`src/rtl/parity_serial_rx_if.sv`:
```
// Interface bundling the serial line and decoded outputs of parity_serial_rx.
// Optional err_cnt signal present when PARITY_SERIAL_RX_ERR_CNT_EN is defined.
interface parity_serial_rx_if #(
    parameter int DATA_W = 4
);
    logic              rx;
    logic [DATA_W-1:0] data_out;
    logic              data_valid;
    logic              parity_err;
    logic              frame_err;
    logic              busy;
`ifdef PARITY_SERIAL_RX_ERR_CNT_EN
    logic [7:0]        err_cnt;

    modport master (
        input  rx,
        output data_out, data_valid, parity_err, frame_err, busy, err_cnt
    );
    modport slave (
        output rx,
        input  data_out, data_valid, parity_err, frame_err, busy, err_cnt
    );
`else
    modport master (
        input  rx,
        output data_out, data_valid, parity_err, frame_err, busy
    );
    modport slave (
        output rx,
        input  data_out, data_valid, parity_err, frame_err, busy
    );
`endif
endinterface

```
`src/rtl/parity_serial_rx.sv`:
```
// Framed serial receiver (start, DATA_W data LSB first, parity, stop) with parity/frame checks.
// Define PARITY_SERIAL_RX_ERR_CNT_EN to add a saturating 8-bit parity error counter.
module parity_serial_rx #(
    parameter int DATA_W       = 4,
    parameter int CLKS_PER_BIT = 4,
    parameter int ODD_PARITY   = 0
) (
    input  logic                   i_clk,
    input  logic                   i_rst,
    parity_serial_rx_if.master     io_bus
);
    localparam int CW = (CLKS_PER_BIT > 2) ? $clog2(CLKS_PER_BIT) : 1;
    localparam int BW = (DATA_W > 1) ? $clog2(DATA_W) : 1;
    localparam logic [CW-1:0] CntLast = CW'(CLKS_PER_BIT - 1);
    localparam logic [CW-1:0] CntHalf = CW'(CLKS_PER_BIT / 2 - 1);
    localparam logic [BW-1:0] BitLast = BW'(DATA_W - 1);
    localparam logic          OddPar  = 1'(ODD_PARITY);

    typedef enum logic [2:0] {StIdle, StStart, StData, StParity, StStop} state_e;

    state_e            r_state;
    logic              r_sync1, r_sync2;
    logic [CW-1:0]     r_cnt;
    logic [BW-1:0]     r_bit;
    logic [DATA_W-1:0] r_shift;
    logic              r_par;
    logic [DATA_W-1:0] r_data;
    logic              r_valid, r_perr, r_ferr, r_busy;
    logic [DATA_W-1:0] w_shift_nxt;
    logic              w_par_err;
`ifdef PARITY_SERIAL_RX_ERR_CNT_EN
    logic [7:0]        r_err_cnt;
`endif

    if (DATA_W == 1) begin : g_shift_w1
        assign w_shift_nxt = r_sync2;
    end else begin : g_shift_wn
        assign w_shift_nxt = {r_sync2, r_shift[DATA_W-1:1]};
    end

    assign w_par_err = ((^r_shift) ^ r_par) != OddPar;

    always_ff @(posedge i_clk) begin
        if (i_rst) begin
            r_state <= StIdle;
            r_sync1 <= 1'b1;
            r_sync2 <= 1'b1;
            r_cnt   <= '0;
            r_bit   <= '0;
            r_shift <= '0;
            r_par   <= 1'b0;
            r_data  <= '0;
            r_valid <= 1'b0;
            r_perr  <= 1'b0;
            r_ferr  <= 1'b0;
            r_busy  <= 1'b0;
`ifdef PARITY_SERIAL_RX_ERR_CNT_EN
            r_err_cnt <= '0;
`endif
        end else begin
            r_sync1 <= io_bus.rx;
            r_sync2 <= r_sync1;
            r_valid <= 1'b0;
            case (r_state)
                StIdle: begin
                    if (!r_sync2) begin
                        r_state <= StStart;
                        r_cnt   <= '0;
                        r_busy  <= 1'b1;
                    end
                end
                StStart: begin
                    // Mid-bit check rejects glitches shorter than half a bit.
                    if (r_cnt == CntHalf) begin
                        r_cnt <= '0;
                        if (!r_sync2) begin
                            r_state <= StData;
                            r_bit   <= '0;
                        end else begin
                            r_state <= StIdle;
                            r_busy  <= 1'b0;
                        end
                    end else begin
                        r_cnt <= r_cnt + 1'b1;
                    end
                end
                StData: begin
                    if (r_cnt == CntLast) begin
                        r_cnt   <= '0;
                        r_shift <= w_shift_nxt;
                        if (r_bit == BitLast) begin
                            r_state <= StParity;
                        end else begin
                            r_bit <= r_bit + 1'b1;
                        end
                    end else begin
                        r_cnt <= r_cnt + 1'b1;
                    end
                end
                StParity: begin
                    if (r_cnt == CntLast) begin
                        r_cnt   <= '0;
                        r_par   <= r_sync2;
                        r_state <= StStop;
                    end else begin
                        r_cnt <= r_cnt + 1'b1;
                    end
                end
                StStop: begin
                    // Leave on the stop sample so a following start bit is seen promptly.
                    if (r_cnt == CntLast) begin
                        r_cnt   <= '0;
                        r_state <= StIdle;
                        r_busy  <= 1'b0;
                        r_data  <= r_shift;
                        r_perr  <= w_par_err;
                        r_ferr  <= ~r_sync2;
                        r_valid <= 1'b1;
`ifdef PARITY_SERIAL_RX_ERR_CNT_EN
                        if (w_par_err && (r_err_cnt != 8'hFF)) begin
                            r_err_cnt <= r_err_cnt + 8'd1;
                        end
`endif
                    end else begin
                        r_cnt <= r_cnt + 1'b1;
                    end
                end
                default: begin
                    r_state <= StIdle;
                    r_busy  <= 1'b0;
                end
            endcase
        end
    end

    assign io_bus.data_out   = r_data;
    assign io_bus.data_valid = r_valid;
    assign io_bus.parity_err = r_perr;
    assign io_bus.frame_err  = r_ferr;
    assign io_bus.busy       = r_busy;
`ifdef PARITY_SERIAL_RX_ERR_CNT_EN
    assign io_bus.err_cnt    = r_err_cnt;
`endif
endmodule

```
`src/flat_wrapper.sv`:
```
// flat-port wrapper written by rule: the top's interface ports become plain ports
module parity_serial_rx_flat 
#(
    parameter int DATA_W       = 4,
    parameter int CLKS_PER_BIT = 4,
    parameter int ODD_PARITY   = 0
)
  (i_clk, i_rst, io_bus_rx, io_bus_data_out, io_bus_data_valid, io_bus_parity_err, io_bus_frame_err, io_bus_busy);
  parity_serial_rx_if #(.DATA_W(DATA_W)) io_bus_i ();
  input  logic i_clk;
  input  logic i_rst;
  input wire logic [$bits(io_bus_i.rx)-1:0] io_bus_rx;
  output wire logic [$bits(io_bus_i.data_out)-1:0] io_bus_data_out;
  output wire logic [$bits(io_bus_i.data_valid)-1:0] io_bus_data_valid;
  output wire logic [$bits(io_bus_i.parity_err)-1:0] io_bus_parity_err;
  output wire logic [$bits(io_bus_i.frame_err)-1:0] io_bus_frame_err;
  output wire logic [$bits(io_bus_i.busy)-1:0] io_bus_busy;
  assign io_bus_i.rx = io_bus_rx;
  assign io_bus_data_out = io_bus_i.data_out;
  assign io_bus_data_valid = io_bus_i.data_valid;
  assign io_bus_parity_err = io_bus_i.parity_err;
  assign io_bus_frame_err = io_bus_i.frame_err;
  assign io_bus_busy = io_bus_i.busy;
  parity_serial_rx #(.DATA_W(DATA_W), .CLKS_PER_BIT(CLKS_PER_BIT), .ODD_PARITY(ODD_PARITY)) u_core (.i_clk(i_clk), .i_rst(i_rst), .io_bus(io_bus_i));
endmodule
```
`config.mk`:
```
export PLATFORM = sky130hd
export DESIGN_NAME = parity_serial_rx_flat
export DESIGN_NICKNAME = d
export VERILOG_FILES = /design/src/rtl/parity_serial_rx_if.sv /design/src/rtl/parity_serial_rx.sv /design/src/flat_wrapper.sv
export SDC_FILE = /design/constraint.sdc
export NUM_CORES = 1
export LEC_CHECK = 0
export BUFFER_PORTS_ARGS = -buffer_cell sky130_fd_sc_hd__buf_2
export CORE_UTILIZATION = 55
export CTS_CLUSTER_DIAMETER = 60
export DETAILED_ROUTE_END_ITERATION = 6
export HOLD_SLACK_MARGIN = 0.03
export PLACE_DENSITY = 0.78
export SLEW_MARGIN = 15
export SYNTH_ARGS = -nofsm -noshare
export SYNTH_HDL_FRONTEND = slang
export SYNTH_SLANG_ARGS = --single-unit
```
`constraint.sdc`:
```
create_clock -name i_clk -period 1.85 [get_ports i_clk]
set_clock_uncertainty 0.05 [all_clocks]
set_input_delay 0.37 -clock i_clk [delete_from_list [all_inputs] [get_ports i_clk]]
set_output_delay 0.37 -clock i_clk [all_outputs]
set_load 0.01 [all_outputs]
```
==> results.py <==
metrics = {
    "synth": {
        "yosysSeqAreaShare": 0.4009,
        "netlist.area_leader.share": 0.4009,
        "synthTopCellsByCount": "22 x dfxtp_1, 11 x nor2_1, 10 x mux2i_1, 6 x buf_2, 6 x nand2_1",
        "async_flop_share": 0,
        "ys_seq_elements": 22,
        "synth_nets": 121,
        "ys_warn_count": 0,
        "synth-edff-count": 0,
        "yosys-top-cells-area": "dfxtp_1 40%, mux2i_1 9.1%, ha_1 4.6%, nor2_1 3.8%, nand4bb_1 3.1%",
        "synth_cells": 114,
        "syn_area_per_cell_um2": 9.636,
        "ys.flop_type": "dfxtp_1",
        "yosysUniqueCellTypes": 40,
        "synth_area_leader_cell": "dfxtp_1",
        "yosysMostFrequentCell": "dfxtp_1",
        "netlist_area_um2": 1099,
    },
    "sta": {
        "setup_viol": 0,
        "rsz0062_at_grt": "false",
        "fin_crit_sh": 0.8937,
        "max_clock_freq_mhz": 604.8,
        "timing.final.crit_period_ps": 1653,
        "max_slew_margin": 0.6623,
        "tns_ps": 0,
        "worstMarginPinSlew_ps": 505.8,
        "hold_violations": 0,
        "final_max_slew_viol_count": 0,
        "hold_slack_ps": 198.1,
    },
    "global_route": {
        "grt_overflow": 0,
        "grtUsageTotal": 0.1969,
        "grt_pass1_vias": 688,
        "grt_pass1_wl_um": 2987,
        "grt_max_degree": 28,
        "antenna_found_initial": 0,
    },
    "final_layout": {
        "post-route-util": 0.6708,
        "fin_nets": 129,
        "diodes": 0,
        "drive_above_1_share": 0.1983,
        "syn_to_final_growth_pct": 10.02,
    },
    "pwr": {
        "leakage_nw": 0.4882,
        "p_sw_frac": 0.2047,
        "vdd_ir_drop_max_mv": 0.4630,
        "power.share.clock": 0.397,
        "power_frac_seq": 0.539,
        "power_frac_comb": 0.064,
        "p_sw_mw": 0.1889,
        "power.density_nw_per_um2": 763.4,
        "cell_internal_pwr_mw": 0.7338,
    },
    "placement": {
        "port_buffers": 10,
        "gp_congestion": 0.7573,
        "dp_hpwl_um": 1389,
    },
    "die": {
        "fp.dieH_um": 46.69,
        "row_count": 15,
        "core_um2": 1802,
        "dieWidth_um": 46.69,
        "pin_count": 11,
        "dieArea_um2": 2180,
        "start_util": 0.6097,
    },
    "critical_path": {
        "worstSetupPathType": "flop to flop",
        "cp.required_ps": 1990,
        "critPathArrivalTime_ps": 1790,
        "crit_path_start_kind": "flop",
        "crit_fanout": 17,
        "end_kind": "flop",
    },
    "detailed_routing": {
        "ant_nets": 0,
        "num_vias": 840,
        "drt_wl_total_um": 1906,
        "drtPass1Iterations": 4,
        "drt_iter0_drc": 12,
        "viasPerCell": 5.753,
        "drc": 0,
        "post_drt_wl_per_cell_um": 13.05,
    },
    "clock_network": {
        "post_cts_resized": 0,
        "clock_latency_ps": 310,
        "cts_setup_buffers": 0,
        "cts.path.max_buffers": 2,
        "cts_tree": "built",
        "cts_hold_buf": 0,
        "cts_buffers": 3,
        "cts_num_sinks": 22,
        "cts.reportedPaths.clkPinSlew_ps": 120,
        "ctsRootBufferMaster": "clkbuf_4",
        "h-tree-depth": 1,
    },
    "status": {
        "status": "completed",
    },
    "worst_hold_path": {
        "hold_class": "input pin to flop",
    },
    "job": {
        "maxCapViolCount": 0,
    },
}
## path summary, 6_finish.rpt
path,endpoint,cells after the start,slack (ps),start
min reg2reg,u_core.r_sync2,1,380,u_core.r_sync1
max,u_core.io_bus.data_out[0],4,200,u_core.r_state[1]
min,u_core.r_sync1,2,200,io_bus_rx
max reg2reg,u_core.io_bus.data_out[0],4,200,u_core.r_state[1]
## cells in the final DEF, fill, tap and decap left out, types with 2 or more instances in the layout
cell type   n
dfxtp_1    22
nor2_1     11
mux2i_1    10
buf_2      10
nand2_1     6
nor3_1      5
a21oi_1     5
buf_4       5
ha_1        4
inv_1       3
nand4bb_1   3
nor3b_1     3
clkbuf_4    3
nand4b_1    2
nor2b_1     2
nand2b_1    2
or2_2       2
o21ai_0     2
## routing by layer
| layer | up-vias | wire length (µm) | global-route usage |
|---|---|---|---|
| met2 | 9 | 871 | 0.3056 |
| li1 | 418 | - | - |
| met3 | 4 | 41 | 0.03529 |
| met1 | 409 | 968 | 0.2625 |
| met4 | 0 | 24 | 0.09143 |
| met5 | - | 0 | 0 |
## through the flow
stage,instances,power (mW),instance area (µm²),setup WS [ps]
floorplan,114,0.5551,1099,326.4
global placement,142,0.5653,1156,291.1
detailed placement,142,0.5681,1156,252.7
CTS,146,0.9348,1209,215.0
global route,146,0.9672,1209,44.97
finish,146,0.9227,1209,196.6
## cell type report
| cell class | instances | area (µm²) |
|---|---|---|
| tap | 25 | 31.28 |
| clock inverter | 1 | 30.03 |
| fill | 150 | 593.1 |
| inverter | 3 | 11.26 |
| multi-input combinational | 77 | 585.6 |
| sequential | 22 | 440.4 |
| timing repair buffer | 15 | 87.58 |
| clock buffer | 3 | 22.52 |
## power by group through the flow
stage,clock (mW),combinational [mW],sequential [mW]
global route,0.401,0.0660,0.501
floorplan,0,0.0512,0.504
CTS,0.377,0.0604,0.497
finish,0.366,0.0593,0.497
detailed placement,0,0.0603,0.508
global placement,0,0.0579,0.507
## sequential cells by signal, indices dropped and copies added (netlist names), 2 cells and up
register                cells
u_core.r_cnt                2
u_core.r_shift              4
u_core.r_bit                2
u_core.r_state              3
u_core.io_bus.data_out      4
## logic make-up (layout without fill, tap and decap cells)
logic type | count (synthesis) | count (layout) | synth area share
adders and majority gates | 4 | 4 | 0.04556
DFF | 22 | 22 | 0.4009
AOI/OAI and AO/OA | 15 | 15 | 0.09226
muxes | 12 | 12 | 0.1219
xor gates and xnor gates | 2 | 2 | 0.02847
buffers and inverters | 15 | 22 | 0.06605
and+or+nand+nor | 44 | 44 | 0.2449
## critical path, cell delays in order, from the launching register on
cell and delay (ps):
dfxtp_1 660, nand4bb_1 380, buf_4 200, mux2i_1 200
nor2_1 60
Power figures use the tool's default switching activity.
